==> src/rtl/pht_update_sequencer.sv <==
// Bimodal PHT write-side front end: sweeps every counter to weakly-taken after reset,
// then queues resolved-branch counter updates in order and drains them bank-conflict free.
module pht_update_sequencer #(
  parameter int IN_WIDTH            = 2,
  parameter int OUT_WIDTH           = 2,
  parameter int QUEUE_DEPTH         = 8,
  parameter int INDEX_WIDTH         = 10,
  parameter int CTR_WIDTH           = 2,
  parameter int BANK_BIT_WIDTH      = 1,
  parameter int PC_WIDTH            = 32,
  parameter int INSN_ADDR_BIT_WIDTH = 2
) (
  input  logic                              clk,
  input  logic                              rstN,
  input  logic [IN_WIDTH-1:0]               inValid,
  input  logic [IN_WIDTH*PC_WIDTH-1:0]      inPC,
  input  logic [IN_WIDTH-1:0]               inTaken,
  input  logic [IN_WIDTH*CTR_WIDTH-1:0]     inPrevCtr,
  output logic                              inReady,
  output logic [OUT_WIDTH-1:0]              outWE,
  output logic [OUT_WIDTH*INDEX_WIDTH-1:0]  outWA,
  output logic [OUT_WIDTH*CTR_WIDTH-1:0]    outWV,
  output logic                              initDone,
  output logic [$clog2(QUEUE_DEPTH+1)-1:0]  count
);

  localparam int PTR_W = $clog2(QUEUE_DEPTH);
  localparam int CNT_W = $clog2(QUEUE_DEPTH + 1);
  localparam logic [CTR_WIDTH-1:0] CTR_MAX  = '1;
  localparam logic [CTR_WIDTH-1:0] CTR_WEAK = CTR_WIDTH'(1) << (CTR_WIDTH - 1);

  typedef enum logic [1:0] {
    ST_IDLE,
    ST_INIT,
    ST_RUN
  } state_e;

  typedef struct packed {
    logic [INDEX_WIDTH-1:0] wa;
    logic [CTR_WIDTH-1:0]   wv;
  } entry_t;

  state_e                 r_state;
  logic [INDEX_WIDTH-1:0] r_init_idx;
  logic [PTR_W-1:0]       r_head;
  logic [PTR_W-1:0]       r_tail;
  logic [CNT_W-1:0]       r_count;
  entry_t                 r_mem [QUEUE_DEPTH];

  logic [CTR_WIDTH-1:0]   w_prev     [IN_WIDTH];
  entry_t                 w_lane     [IN_WIDTH];
  logic [CNT_W-1:0]       w_lane_off [IN_WIDTH];
  logic [CNT_W-1:0]       w_enq_num;
  logic [CNT_W-1:0]       w_enq_cnt;
  logic                   w_enq_fire;

  entry_t                 w_head_ent [OUT_WIDTH];
  logic [OUT_WIDTH-1:0]   w_emit;
  logic [CNT_W-1:0]       w_deq_num;
  logic                   w_blocked;
  logic                   w_unused;

  // Per-lane entry build and compaction offsets (valid lanes packed in lane order).
  always_comb begin
    // NOTE: every variable gets a default before any conditional path, so no latch is inferred.
    w_enq_num = '0;
    for (int l = 0; l < IN_WIDTH; l++) begin
      w_prev[l]    = inPrevCtr[l*CTR_WIDTH +: CTR_WIDTH];
      w_lane[l].wa = inPC[l*PC_WIDTH + INSN_ADDR_BIT_WIDTH +: INDEX_WIDTH];
      if (inTaken[l]) begin
        w_lane[l].wv = (w_prev[l] == CTR_MAX) ? CTR_MAX : w_prev[l] + CTR_WIDTH'(1);
      end else begin
        w_lane[l].wv = (w_prev[l] == '0) ? '0 : w_prev[l] - CTR_WIDTH'(1);
      end
      w_lane_off[l] = w_enq_num;
      // NOTE: blocking accumulation is intended here; each lane sees the count of lanes before it.
      if (inValid[l]) begin
        w_enq_num = w_enq_num + CNT_W'(1);
      end
    end
  end

  assign inReady    = (r_state == ST_RUN) && (r_count <= CNT_W'(QUEUE_DEPTH - IN_WIDTH));
  assign w_enq_fire = inReady;
  assign w_enq_cnt  = w_enq_fire ? w_enq_num : '0;
  assign initDone   = (r_state == ST_RUN);
  assign count      = r_count;
  assign w_unused   = ^inPC;

  // Head-of-queue emission: in order, stopping at the first bank already used this cycle.
  always_comb begin
    w_emit    = '0;
    w_deq_num = '0;
    w_blocked = 1'b0;
    for (int k = 0; k < OUT_WIDTH; k++) begin
      w_head_ent[k] = r_mem[r_head + PTR_W'(k)];
      if ((r_state == ST_RUN) && !w_blocked && (CNT_W'(k) < r_count)) begin
        for (int j = 0; j < k; j++) begin
          if (w_head_ent[j].wa[BANK_BIT_WIDTH-1:0] == w_head_ent[k].wa[BANK_BIT_WIDTH-1:0]) begin
            w_blocked = 1'b1;
          end
        end
        if (!w_blocked) begin
          w_emit[k] = 1'b1;
          w_deq_num = w_deq_num + CNT_W'(1);
        end
      end else begin
        w_blocked = 1'b1;
      end
    end
  end

  always_comb begin
    outWE = '0;
    outWA = '0;
    outWV = '0;
    if (r_state == ST_INIT) begin
      outWE[0]                = 1'b1;
      outWA[INDEX_WIDTH-1:0]  = r_init_idx;
      outWV[CTR_WIDTH-1:0]    = CTR_WEAK;
    end else begin
      for (int k = 0; k < OUT_WIDTH; k++) begin
        outWE[k]                               = w_emit[k];
        outWA[k*INDEX_WIDTH +: INDEX_WIDTH]    = w_head_ent[k].wa;
        outWV[k*CTR_WIDTH +: CTR_WIDTH]        = w_head_ent[k].wv;
      end
    end
  end

  always_ff @(posedge clk or negedge rstN) begin
    if (!rstN) begin
      r_state    <= ST_IDLE;
      r_init_idx <= '0;
      r_head     <= '0;
      r_tail     <= '0;
      r_count    <= '0;
    end else begin
      case (r_state)
        ST_IDLE: r_state <= ST_INIT;
        ST_INIT: begin
          r_init_idx <= r_init_idx + INDEX_WIDTH'(1);
          if (r_init_idx == '1) begin
            r_state <= ST_RUN;
          end
        end
        ST_RUN: begin
          r_head  <= r_head + PTR_W'(w_deq_num);
          r_tail  <= r_tail + PTR_W'(w_enq_cnt);
          r_count <= r_count + w_enq_cnt - w_deq_num;
        end
        default: r_state <= ST_IDLE;
      endcase
    end
  end

  // NOTE: queue storage is not reset; head, tail and count alone decide which entries are live.
  always_ff @(posedge clk) begin
    if (w_enq_fire) begin
      for (int l = 0; l < IN_WIDTH; l++) begin
        if (inValid[l]) begin
          r_mem[r_tail + PTR_W'(w_lane_off[l])] <= w_lane[l];
        end
      end
    end
  end

endmodule

==> config.mk <==
export PLATFORM = sky130hd
export DESIGN_NAME = pht_update_sequencer
export DESIGN_NICKNAME = d
export VERILOG_FILES = /design/src/rtl/pht_update_sequencer.sv
export SDC_FILE = /design/constraint.sdc
export NUM_CORES = 1
export LEC_CHECK = 0
export CAP_MARGIN = 20
export CORE_MARGIN = 4
export CORE_UTILIZATION = 59
export CTS_CLUSTER_DIAMETER = 200
export DETAILED_ROUTE_END_ITERATION = 10
export MAX_ROUTING_LAYER = met4
export PLACE_DENSITY = 0.9
export SYNTH_ARGS = -nofsm -noshare
export SYNTH_HDL_FRONTEND = slang
export SYNTH_SLANG_ARGS = --single-unit
==> constraint.sdc <==
create_clock -name clk -period 7.1 [get_ports clk]
set_input_delay 1.42 -clock clk [delete_from_list [all_inputs] [get_ports clk]]
set_output_delay 1.42 -clock clk [all_outputs]
set_load 0.005 [all_outputs]
==> Implementation_results.wiki, run 1 <==
{| class="wikitable"
! Metric !! Value
|-
| Outcome || finished, final reports clean
|-
| DR vias || 4879
|-
| Sequential element share of the synthesized area || 47.9%
|-
| Number of max-cap violations || 0
|-
| Detailed Place HPWL || 11300 um
|-
| RSZ-0062 raised after global routing || false
|-
| Max Fanout on Critical Path || 28
|-
| Vertical extent of the die || 118 um
|-
| Final routed wirelength across all metal layers || 18400 um
|-
| DRC errors left || 0
|-
| Top area cells in the synthesized netlist || sky130_fd_sc_hd__edfxtp_1, sky130_fd_sc_hd__mux4_2, sky130_fd_sc_hd__mux2_2
|-
| Num ports || 106
|-
| Crit Reg-Reg Endpoint || count[3]
|-
| Setup total negative slack || 0 ns
|-
| Critical path endpoint category || output pin
|-
| Signal arrival time at the worst endpoint || 3.58 ns
|-
| Type of the tightest min-delay check || flip-flop to flip-flop
|-
| Remaining global-route overflow || 0
|-
| Power per Cell Area || 200 nW/um^2
|-
| Fill cell count || 741
|-
| Slew at the pin closest to its max-slew limit || 0.994 ns
|-
| Worst-Skew Late Latency || 0.42 ns
|-
| WL/cell || 25.1 um
|-
| Area share of the largest cell type after synthesis || 40.2%
|-
| Post-Synthesis Cells || 506
|-
| Antenna violations before repair || 0
|-
| Maximum number of pins on one net before global-route repair || 38
|-
| Final worst path period need || 5.00 ns
|-
| Number of clock buffers inserted by TritonCTS || 17
|-
| Worst slew margin relative to its limit || 33.7%
|-
| Final-report setup violation count || 0
|-
| Highest Clock Rate || 0.200 GHz
|-
| Final total power || 1.70 mW
|-
| Cell type with the highest aggregate area in the netlist || sky130_fd_sc_hd__edfxtp_1
|-
| Yosys warnings || 0
|-
| Per-cell via count in the routed design || 6.67
|-
| Count of buffers inserted at the top-level ports || 61
|-
| Worst-case vdd ir drop || 151 uV
|-
| Post-Synthesis Net Count || 597
|-
| Starting density of the core || 60.0%
|-
| Global-route wire length before repair || 28600 um
|-
| N_diodes || 0
|-
| Worst reg2reg startpoint || r_head[0]
|-
| Core outline area || 12000 um^2
|-
| Count of distinct cell types in the synthesized netlist || 46
|-
| Final slew viol count || 0
|-
| Post-CTS setup buffer count || 0
|-
| Sink count of the clock tree || 118
|-
| Crit start category || flip-flop
|-
| Worst setup slack for register-to-register paths || 2.63 ns
|-
| Setup clock skew after layout || 0.00366 ns
|-
| Buffer type at the clock tree root || sky130_fd_sc_hd__clkbuf_16
|-
| Synth-to-Final Area Change || 19.1%
|-
| Number of global-route vias before repair || 5083
|-
| Standard-cell rows || 40
|-
| CTS H-tree depth || 4
|-
| Cell depth of the worst min-delay path || 1
|-
| Synthesis-stage register bit count || 118
|-
| Mapped Area || 7170 um^2
|-
| Hold-fix buffers at CTS || 0
|-
| Mean Syn Cell Area || 14.2 um^2
|-
| Type of the worst setup path || flip-flop to output pin
|-
| Number of cells on the worst reg-to-reg path || 12
|-
| Gpl congestion || 0.872
|-
| Leakage power total || 2.93 nW
|-
| Post-CTS sizing || 0
|-
| Share of layout cells above drive strength 1 || 32.4%
|-
| Clock-pin transition on the worst setup and hold timing paths || 0.05 ns
|-
| Final Hold Fails || 0
|-
| Hold Path Origin || r_init_idx[9]
|-
| Most instantiated flip-flop cell in the synthesis netlist || sky130_fd_sc_hd__edfxtp_1
|-
| Maximum root-to-sink buffer count || 2
|-
| Die area || 14000 um^2
|-
| Post-route fraction of the period consumed by the critical path || 70.4%
|-
| Horizontal extent of the die || 118 um
|-
| Clock tree from TritonCTS || done
|-
| EDFF count, synth || 96
|-
| Number of nets in the finished design || 662
|-
| End of the worst hold path || r_init_idx[9]
|-
| Number of nets with antenna violations after detailed routing || 0
|-
| Crit path required time || 5.68 ns
|-
| TritonRoute pass-1 iters || 5
|-
| All-Layer GR Usage || 27.9%
|-
| Async set-reset flop share out of synthesis || 18.6%
|-
| DRC violation total after the first TritonRoute iteration || 589
|}
[state kept, by name, summed over array words and instances, names as in the netlist]
register,cells
count,4
r_tail,3
r_init_idx,10
r_state,2
r_head,3
r_mem,96
[layout by cell type, fill, tap and decap left out, types with 5 or more instances in the layout]
cell type and instances:
sky130_fd_sc_hd__clkinv_1 5, sky130_fd_sc_hd__o22ai_2 8, sky130_fd_sc_hd__clkbuf_16 17, sky130_fd_sc_hd__dfrtp_1 21
sky130_fd_sc_hd__nor2_1 13, sky130_fd_sc_hd__mux2_4 9, sky130_fd_sc_hd__ha_1 13, sky130_fd_sc_hd__xnor2_1 13
sky130_fd_sc_hd__mux4_2 48, sky130_fd_sc_hd__nand3_1 5, sky130_fd_sc_hd__mux2_2 75, sky130_fd_sc_hd__nand2_1 64
sky130_fd_sc_hd__inv_1 15, sky130_fd_sc_hd__buf_4 13, sky130_fd_sc_hd__o21ai_0 13, sky130_fd_sc_hd__edfxtp_1 96
sky130_fd_sc_hd__clkdlybuf4s50_1 61, sky130_fd_sc_hd__mux2i_1 21, sky130_fd_sc_hd__a21oi_1 13
[stage by stage]
stage | instances | setup slack [ns] | instance area (um^2) | hold WS [ns] | utilization [%]
after floorplan | 506 | 3.62 | 7170 | 0.463 | -
after global placement | 698 | 2.65 | 7940 | 0.483 | 66.3
final | 731 | 2.10 | 8540 | 0.496 | 71.4
after detailed placement | 698 | 2.57 | 7940 | 0.485 | 66.3
after global routing | 731 | 1.89 | 8540 | 0.522 | 71.4
after CTS | 730 | 2.10 | 8530 | 0.496 | 71.3
[cells in the mapped netlist (4+ instances only)]
cell type	instances
sky130_fd_sc_hd__edfxtp_1	96
sky130_fd_sc_hd__mux2_2	75
sky130_fd_sc_hd__nand2_1	64
sky130_fd_sc_hd__mux4_2	48
sky130_fd_sc_hd__dfrtp_1	22
sky130_fd_sc_hd__mux2i_1	21
sky130_fd_sc_hd__inv_1	15
sky130_fd_sc_hd__a21oi_1	13
sky130_fd_sc_hd__ha_1	13
sky130_fd_sc_hd__nor2_1	13
sky130_fd_sc_hd__o21ai_0	13
sky130_fd_sc_hd__xnor2_1	13
sky130_fd_sc_hd__buf_4	10
sky130_fd_sc_hd__clkbuf_1	10
sky130_fd_sc_hd__mux2_4	9
sky130_fd_sc_hd__o22ai_1	8
sky130_fd_sc_hd__nand3_1	5
sky130_fd_sc_hd__buf_2	4
sky130_fd_sc_hd__fa_1	4
sky130_fd_sc_hd__mux2_1	4
sky130_fd_sc_hd__xor2_1	4
[routing by layer]
layer | vias up | GRT usage [%] | wire length, um
met5 | - | - | 0
li1 | 2079 | - | -
met4 | 0 | 11.6 | 570
met1 | 2452 | 33.4 | 6820
met2 | 295 | 46.1 | 9480
met3 | 53 | 6.32 | 1510
[critical path, cell delays in order (launching register included)]
cell and delay, ns:
sky130_fd_sc_hd__dfrtp_2 0.78, sky130_fd_sc_hd__buf_4 0.53, sky130_fd_sc_hd__mux4_2 0.55, sky130_fd_sc_hd__mux2i_1 0.43, sky130_fd_sc_hd__xnor2_1 0.17, sky130_fd_sc_hd__nor3_1 0.15, sky130_fd_sc_hd__clkdlybuf4s50_1 0.52
[where the power goes]
group / switching, mW / internal, mW
registers: 0 / 0.750
clock network: 0.304 / 0.578
logic: 0.0335 / 0.0393
[logic make-up after synthesis]
kind of cell / share of synthesized area [%]
AO/OA/AOI/OAI: 3.87
XOR/XNOR: 2.08
adder cells (fa/ha/maj): 3.66
buffers and inverters: 3.33
flip-flops: 47.9
multiplexers: 32.3
AND/OR/NAND/NOR: 6.89
[how the worst max path moves through the flow]
stage | depth (start not counted) | end | slack [ns] | start
3_3_place_gp | 6 | outWE[1] | 2.65 | r_head[0]
2_1_floorplan | 5 | r_mem[4][0] | 3.62 | inValid[0]
5_1_grt | 6 | outWE[1] | 1.89 | r_head[0]
6_report | 6 | outWE[1] | 2.10 | r_head[0]
4_1_cts | 6 | outWE[1] | 2.10 | r_head[0]
3_5_place_dp | 6 | outWE[1] | 2.57 | r_head[0]
[cell type report]
type                    instances  area (um^2)  area share, %
clock buffers                  19          433           5.07
clock inverters                13          161           1.89
inverters                      15         56.3          0.659
multi-input cells             344         3550           41.6
flip-flops and latches        118         3430           40.2
well taps                     147          184           2.15
repair buffers                 75          723           8.46
(Power assumes the default switching activity.)
==> run 2, diff against run 1 <==
--- a/config.mk
+++ b/config.mk
@@ -7,11 +7,11 @@
 export LEC_CHECK = 0
 export CAP_MARGIN = 20
 export CORE_MARGIN = 4
-export CORE_UTILIZATION = 59
+export CORE_UTILIZATION = 55
 export CTS_CLUSTER_DIAMETER = 200
 export DETAILED_ROUTE_END_ITERATION = 10
 export MAX_ROUTING_LAYER = met4
-export PLACE_DENSITY = 0.9
+export PLACE_DENSITY = 0.85
 export SYNTH_ARGS = -nofsm -noshare
 export SYNTH_HDL_FRONTEND = slang
 export SYNTH_SLANG_ARGS = --single-unit
==> constraint.sdc (replaced) <==
create_clock -name clk -period 4.6 [get_ports clk]
set_input_delay 0.92 -clock clk [delete_from_list [all_inputs] [get_ports clk]]
set_output_delay 0.92 -clock clk [all_outputs]
set_load 0.005 [all_outputs]
==> Implementation_results.wiki, run 2 (synthesis gave the netlist of run 1 again) <==
{| class="wikitable"
! Metric !! Value
|-
| Final Hold Fails || 0 (unchanged)
|-
| Clock-pin transition on the worst setup and hold timing paths || 0.05 ns (about the same)
|-
| Leakage power total || 2.95 nW (+0.64%)
|-
| DRC violation total after the first TritonRoute iteration || 561 (-4.8%)
|-
| Detailed Place HPWL || 11100 um (-1.7%)
|-
| Crit path required time || 3.68 ns (-2.00 ns)
|-
| Vertical extent of the die || 122 um (+3.3%)
|-
| Type of the worst setup path || flip-flop to output pin
|-
| Power share of the clock group || 49.4% (-2.3 points)
|-
| Commonest cells after routing, fill and taps aside || sky130_fd_sc_hd__edfxtp_1, sky130_fd_sc_hd__mux2_2, sky130_fd_sc_hd__nand2_1, sky130_fd_sc_hd__clkdlybuf4s50_1, sky130_fd_sc_hd__mux4_2
|-
| Clock tree from TritonCTS || done
|-
| Total internal power || 2.00 mW (+46%)
|-
| Share of layout cells above drive strength 1 || 32.4% (+0.069 points)
|-
| Setup clock skew after layout || 0.00617 ns (+0.00251 ns)
|-
| Number of nets with antenna violations after detailed routing || 0 (unchanged)
|-
| Final instance area || 8560 um^2 (+0.16%)
|-
| Buffer type at the clock tree root || sky130_fd_sc_hd__clkbuf_16
|-
| Number of max-cap violations || 0 (unchanged)
|-
| Type of the tightest min-delay check || flip-flop to flip-flop
|-
| Final routed wirelength across all metal layers || 17600 um (-4.1%)
|-
| Slew at the pin closest to its max-slew limit || 0.880 ns (-0.114 ns)
|-
| Hold-fix buffers at CTS || 0 (unchanged)
|-
| Post-CTS sizing || 0 (unchanged)
|-
| RSZ-0062 raised after global routing || false
|-
| Outcome || finished, final reports clean
|-
| DR vias || 4750 (-2.6%)
|-
| Final total power || 2.51 mW (+47%)
|-
| Starting density of the core || 56.6% (-3.4 points)
|-
| Per-cell via count in the routed design || 6.22 (-6.8%)
|-
| Critical path endpoint category || output pin
|-
| Synth-to-Final Area Change || 19.3%
|-
| Area after detailed placement || 7980 um^2 (+0.61%)
|-
| Worst-Skew Late Latency || 0.42 ns (about the same)
|-
| CP max stage cell || sky130_fd_sc_hd__dfrtp_2
|-
| Final worst path period need || 4.18 ns
|-
| Gpl congestion || 0.906 (+3.9%)
|-
| Die area || 14900 um^2 (+6.8%)
|-
| Crit start category || flip-flop
|-
| Horizontal extent of the die || 122 um (+3.3%)
|-
| Maximum number of pins on one net before global-route repair || 40 (+5.3%)
|-
| Post-route fraction of the period consumed by the critical path || 90.9%
|-
| Kind of cell adding the most delay to the critical path || multiplexers
|-
| Power share of the sequential group || 46.2% (+2.2 points)
|-
| DRC errors left || 0 (unchanged)
|-
| Share of power burned in combinational logic || 4.4% (about the same)
|-
| Number of clock buffers inserted by TritonCTS || 17 (unchanged)
|-
| CTS H-tree depth || 4 (unchanged)
|-
| Signal arrival time at the worst endpoint || 3.26 ns (-0.32 ns)
|-
| Switching Power || 509 uW (+51%)
|-
| Switching part of the total || 20.3% (+0.48 points)
|-
| Final slew viol count || 0 (unchanged)
|-
| Number of flip-flops under the largest register name || 96 (unchanged)
|-
| Count of buffers inserted at the top-level ports || 61 (unchanged)
|-
| Fill cell count || 866 (+17%)
|-
| Combined buffer and inverter count along the critical path || 1 (-1)
|-
| Antenna violations before repair || 0 (unchanged)
|-
| Number of nets in the finished design || 671 (+1.4%)
|-
| Worst slew margin relative to its limit || 41.1% (+7.3 points)
|-
| Final-report setup violation count || 0 (unchanged)
|-
| Setup total negative slack || 0 ns (unchanged)
|-
| Standard-cell rows || 41 (+2.5%)
|-
| Most frequent standard cell in the layout excluding fill and tap cells || sky130_fd_sc_hd__edfxtp_1
|-
| Core outline area || 12700 um^2 (+5.9%)
|-
| Max Fanout on Critical Path || 13 (-54%)
|-
| Num ports || 106 (unchanged)
|-
| Ordered cell list for the critical path || ha_2, mux4_2, mux2i_1, xnor2_1, nor3_1, clkdlybuf4s50_1
|-
| Global-route wire length before repair || 27800 um (-2.6%)
|-
| N_diodes || 0 (unchanged)
|-
| All-Layer GR Usage || 26.1% (-1.8 points)
|-
| Sink count of the clock tree || 118 (unchanged)
|-
| Worst-case vdd ir drop || 273 uV (+80%)
|-
| Number of global-route vias before repair || 5003 (-1.6%)
|-
| Slowest cell delay on critical path || 0.56 ns (-0.22 ns)
|-
| WL/cell || 23.1 um (-8.2%)
|-
| Power per Cell Area || 293 nW/um^2 (+47%)
|-
| Maximum root-to-sink buffer count || 2 (unchanged)
|-
| Post-CTS setup buffer count || 0 (unchanged)
|-
| TritonRoute pass-1 iters || 6 (+1)
|-
| Remaining global-route overflow || 0 (unchanged)
|-
| Highest Clock Rate || 0.239 GHz
|}
==> run 2: cell types whose count changed in the layout (fill, tap and decap cells not counted), moves of 2 or more <==
cell and change:
sky130_fd_sc_hd__buf_4 +9, sky130_fd_sc_hd__clkinv_2 +2, sky130_fd_sc_hd__o22ai_1 +8, sky130_fd_sc_hd__bufinv_16 -2
sky130_fd_sc_hd__o22ai_2 -8
==> run 2: final cells by class <==
| class | instances | area, um^2 | area share, % |
|---|---|---|---|
| clock inverters | 13 | 115 | 1.35 |
| clock buffers | 18 | 429 | 5.01 |
| flip-flops and latches | 118 | 3430 | 40.1 |
| repair buffers | 84 | 803 | 9.39 |
| well taps | 172 | 215 | 2.51 |
| inverters | 15 | 56.3 | 0.658 |
| multi-input cells | 344 | 3500 | 41.0 |
==> run 2: final timing paths <==
path | startpoint | to | slack [ns] | depth (start not counted)
min reg2reg | r_init_idx[9] | r_init_idx[9] | 0.50 | 1
min | r_init_idx[9] | r_init_idx[9] | 0.50 | 1
max | r_head[0] | outWE[1] | 0.42 | 6
min in group asynchronous | rstN | count[1] | 0.74 | 1
max reg2reg | r_head[0] | count[3] | 0.49 | 12
max in group asynchronous | rstN | r_head[0] | 3.46 | 2
==> run 2: layer usage <==
metal / vias up / track usage, % / routed length [um] / share of wire (%)
li1: 2094 / - / - / -
met1: 2397 / 32.7 / 7030 / 40
met2: 227 / 42.3 / 8940 / 51
met3: 32 / 5.25 / 1290 / 7.3
met4: 0 / 10.1 / 378 / 2.1
met5: - / - / 0 / 0
==> run 2: stage by stage <==
step                      setup WS (ns)  util (%)  std cells  hold slack, ns
after floorplan                    1.14         -        506           0.463
final                             0.420      67.5        764           0.499
after global placement            0.587      63.0        732           0.478
after CTS                         0.311      67.3        763           0.500
after global routing             0.0906      67.5        764           0.521
after detailed placement          0.509      63.0        732           0.489
==> run 2: power groups by stage <==
stage / clock (mW) / combinational [mW] / sequential [mW]
after floorplan: 0 / 0.0525 / 1.18
after global placement: 0 / 0.101 / 1.18
after detailed placement: 0 / 0.106 / 1.18
after CTS: 1.24 / 0.107 / 1.16
after global routing: 1.29 / 0.120 / 1.16
final: 1.24 / 0.110 / 1.16
==> run 3, diff against run 2 <==
--- a/config.mk
+++ b/config.mk
@@ -7,11 +7,11 @@
 export LEC_CHECK = 0
 export CAP_MARGIN = 20
 export CORE_MARGIN = 4
-export CORE_UTILIZATION = 55
+export CORE_UTILIZATION = 50
 export CTS_CLUSTER_DIAMETER = 200
 export DETAILED_ROUTE_END_ITERATION = 10
 export MAX_ROUTING_LAYER = met4
-export PLACE_DENSITY = 0.85
+export PLACE_DENSITY = 0.81
 export SYNTH_ARGS = -nofsm -noshare
 export SYNTH_HDL_FRONTEND = slang
 export SYNTH_SLANG_ARGS = --single-unit
==> constraint.sdc (replaced) <==
create_clock -name clk -period 3.7 [get_ports clk]
set_input_delay 0.74 -clock clk [delete_from_list [all_inputs] [get_ports clk]]
set_output_delay 0.74 -clock clk [all_outputs]
set_load 0.005 [all_outputs]
==> Implementation_results.wiki, run 3 (synthesis gave the netlist of run 1 again) <==
{| class="wikitable"
! Metric !! Value
|-
| Vertical extent of the die || 128 um (+4.6%)
|-
| Horizontal extent of the die || 128 um (+4.6%)
|-
| Type of the tightest min-delay check || flip-flop to flip-flop
|-
| Count of buffers inserted at the top-level ports || 61 (unchanged)
|-
| CTS H-tree depth || 4 (unchanged)
|-
| Final-report setup violation count || 0 (unchanged)
|-
| Number of instances in the placed design || 749 (+2.3%)
|-
| Max Fanout on Critical Path || 4 (-9)
|-
| Hold-fix buffers at CTS || 0 (unchanged)
|-
| Power share of the sequential group || 47.1% (+0.9 points)
|-
| Setup clock skew after layout || 0.00913 ns (+0.00296 ns)
|-
| DRC violation total after the first TritonRoute iteration || 541 (-3.6%)
|-
| Leakage power total || 2.97 nW (+0.95%)
|-
| Outcome || finished, final reports clean
|-
| Clock tree from TritonCTS || done
|-
| Synth-to-Final Area Change || 20.4%
|-
| Crit path required time || 2.96 ns (-0.72 ns)
|-
| Hold Path Origin || r_init_idx[9]
|-
| Final instance area || 8630 um^2 (+0.89%)
|-
| Worst reg2reg startpoint || r_head[1]
|-
| Power per Cell Area || 354 nW/um^2 (+21%)
|-
| Core outline area || 14000 um^2 (+10%)
|-
| Share of power burned in combinational logic || 4.5% (about the same)
|-
| Power share of the clock group || 48.4% (-1.0 points)
|-
| Number of global-route vias before repair || 5063 (+1.2%)
|-
| Maximum root-to-sink buffer count || 2 (unchanged)
|-
| Switching part of the total || 20.8% (+0.46 points)
|-
| Number of flip-flops under the largest register name || 96 (unchanged)
|-
| Post-placement setup slack || 0.131 ns (-0.377 ns)
|-
| Number of nets in the finished design || 679 (+1.2%)
|-
| End of the worst hold path || r_init_idx[9]
|-
| Per-cell via count in the routed design || 6.24 (+0.34%)
|-
| Sink count of the clock tree || 118 (unchanged)
|-
| Commonest cells after routing, fill and taps aside || sky130_fd_sc_hd__edfxtp_1, sky130_fd_sc_hd__mux2_2, sky130_fd_sc_hd__nand2_1, sky130_fd_sc_hd__clkdlybuf4s50_1, sky130_fd_sc_hd__mux4_2
|-
| Crit start category || flip-flop
|-
| Remaining global-route overflow || 0 (unchanged)
|-
| Worst-case vdd ir drop || 342 uV (+25%)
|-
| Setup total negative slack || 0 ns (unchanged)
|-
| Die area || 16300 um^2 (+9.3%)
|-
| Cell depth of the worst min-delay path || 1 (unchanged)
|-
| Post-CTS setup buffer count || 0 (unchanged)
|-
| Maximum number of pins on one net before global-route repair || 34 (-15%)
|-
| Final routed wirelength across all metal layers || 18400 um (+4.1%)
|-
| Share of layout cells above drive strength 1 || 33.8% (+1.4 points)
|-
| Antenna violations before repair || 0 (unchanged)
|-
| Gpl congestion || 0.824 (-9.1%)
|-
| Num ports || 106 (unchanged)
|-
| Multi-input gate area || 3520 um^2 (+0.50%)
|-
| Buffer type at the clock tree root || sky130_fd_sc_hd__clkbuf_16
|-
| N_diodes || 0 (unchanged)
|-
| Final slew viol count || 0 (unchanged)
|-
| Post-route fraction of the period consumed by the critical path || 98.4%
|-
| Signal arrival time at the worst endpoint || 2.90 ns (-0.36 ns)
|-
| Final Hold Fails || 0 (unchanged)
|-
| Crit Reg-Reg Endpoint || count[3]
|-
| Highest Clock Rate || 0.275 GHz
|-
| Number of clock buffers inserted by TritonCTS || 17 (unchanged)
|-
| DRC errors left || 0 (unchanged)
|-
| WL/cell || 23.5 um (+1.9%)
|-
| Detailed Place HPWL || 11700 um (+5.3%)
|-
| Worst setup slack for register-to-register paths || 0.20 ns (-0.29 ns)
|-
| Fill cell count || 1037 (+20%)
|-
| Slew at the pin closest to its max-slew limit || 0.881 ns (+0.00154 ns)
|-
| Number of cells on the worst reg-to-reg path || 12 (unchanged)
|-
| Type of the worst setup path || flip-flop to output pin
|-
| Critical path endpoint category || output pin
|-
| Worst slew margin relative to its limit || 41.0% (-0.10 points)
|-
| Number of nets with antenna violations after detailed routing || 0 (unchanged)
|-
| Global-route wire length before repair || 28300 um (+1.6%)
|-
| Starting density of the core || 51.3% (-5.3 points)
|-
| Area after detailed placement || 8070 um^2 (+1.1%)
|-
| RSZ-0062 raised after global routing || false
|-
| Final worst path period need || 3.64 ns
|-
| Number of max-cap violations || 0 (unchanged)
|-
| Worst-Skew Late Latency || 0.42 ns (about the same)
|-
| Standard-cell rows || 43 (+4.9%)
|-
| Count of placed standard cells in the final layout, fillers left out || 780 (+2.1%)
|-
| Most frequent standard cell in the layout excluding fill and tap cells || sky130_fd_sc_hd__edfxtp_1
|-
| Clock-pin transition on the worst setup and hold timing paths || 0.05 ns (about the same)
|-
| Setup slack after layout || 0.0599 ns (-0.360 ns)
|-
| Register cell area after layout || 3430 um^2 (unchanged)
|-
| Switching Power || 635 uW (+25%)
|-
| DR vias || 4866 (+2.4%)
|-
| All-Layer GR Usage || 23.9% (-2.2 points)
|-
| Final total power || 3.06 mW (+22%)
|-
| Total internal power || 2.42 mW (+21%)
|-
| TritonRoute pass-1 iters || 5 (-1)
|}
[run 3: cell count changes in the layout (fill, tap and decap cells not counted), sizes merged]
cell / previous run / this run
bufinv: 2 / 1
clkbuf: 18 / 21
clkinvlp: 2 / 3
clkinv: 9 / 6
buf: 23 / 31
[run 3: power groups by stage]
stage | logic (mW) | registers [mW] | clock network, mW
2_1_floorplan | 0.0653 | 1.47 | 0
3_3_place_gp | 0.125 | 1.47 | 0
3_5_place_dp | 0.134 | 1.47 | 0
4_1_cts | 0.137 | 1.44 | 1.49
5_1_grt | 0.150 | 1.44 | 1.55
6_report | 0.136 | 1.44 | 1.48
[run 3: timing repair]
action,4_1_cts,5_1_grt
pin swaps,0,0
resized for setup,2,7
setup endpoints to repair,6,7
[run 3: worst max-delay path by stage]
stage | start | end | slack (ns) | cells after the start
final | r_head[1] | outWE[1] | 0.06 | 6
after global routing | r_head[1] | outWE[1] | 0.007 | 6
after CTS | r_head[1] | outWE[1] | 0.04 | 6
after detailed placement | r_head[0] | count[2] | 0.13 | 14
after global placement | r_head[0] | count[3] | 0.15 | 12
after floorplan | r_head[0] | count[3] | 0.24 | 13
[run 3: final cells by class]
cell class	count	share of cell area, %
clock inverter	10	0.971
sequential	118	39.8
clock buffer	21	5.10
timing repair buffer	92	10.1
multi-input combinational	344	40.8
tap	180	2.61
inverter	15	0.652
[run 3: critical path, cell delays in order (launching register included)]
cell and delay [ns]:
sky130_fd_sc_hd__dfrtp_1 0.40, sky130_fd_sc_hd__ha_2 0.43, sky130_fd_sc_hd__mux4_2 0.55, sky130_fd_sc_hd__mux2i_2 0.24, sky130_fd_sc_hd__xnor2_1 0.14, sky130_fd_sc_hd__nor3_1 0.19
sky130_fd_sc_hd__clkdlybuf4s50_1 0.54
[run 3: through the flow]
stage,util (%),hold WS (ns)
after floorplan,-,0.444
final,61.7,0.505
after global placement,57.7,0.482
after global routing,61.7,0.535
after CTS,61.5,0.503
after detailed placement,57.7,0.495
[run 3: metal layers]
| metal | vias up | wire length (um) | part of all wire, % | track usage (%) |
|---|---|---|---|---|
| met5 | - | 0 | 0 | - |
| met1 | 2499 | 7170 | 39 | 29.3 |
| met3 | 40 | 1150 | 6.3 | 5.04 |
| met4 | 0 | 412 | 2.2 | 8.74 |
| met2 | 214 | 9620 | 52 | 39.5 |
| li1 | 2113 | - | - | - |
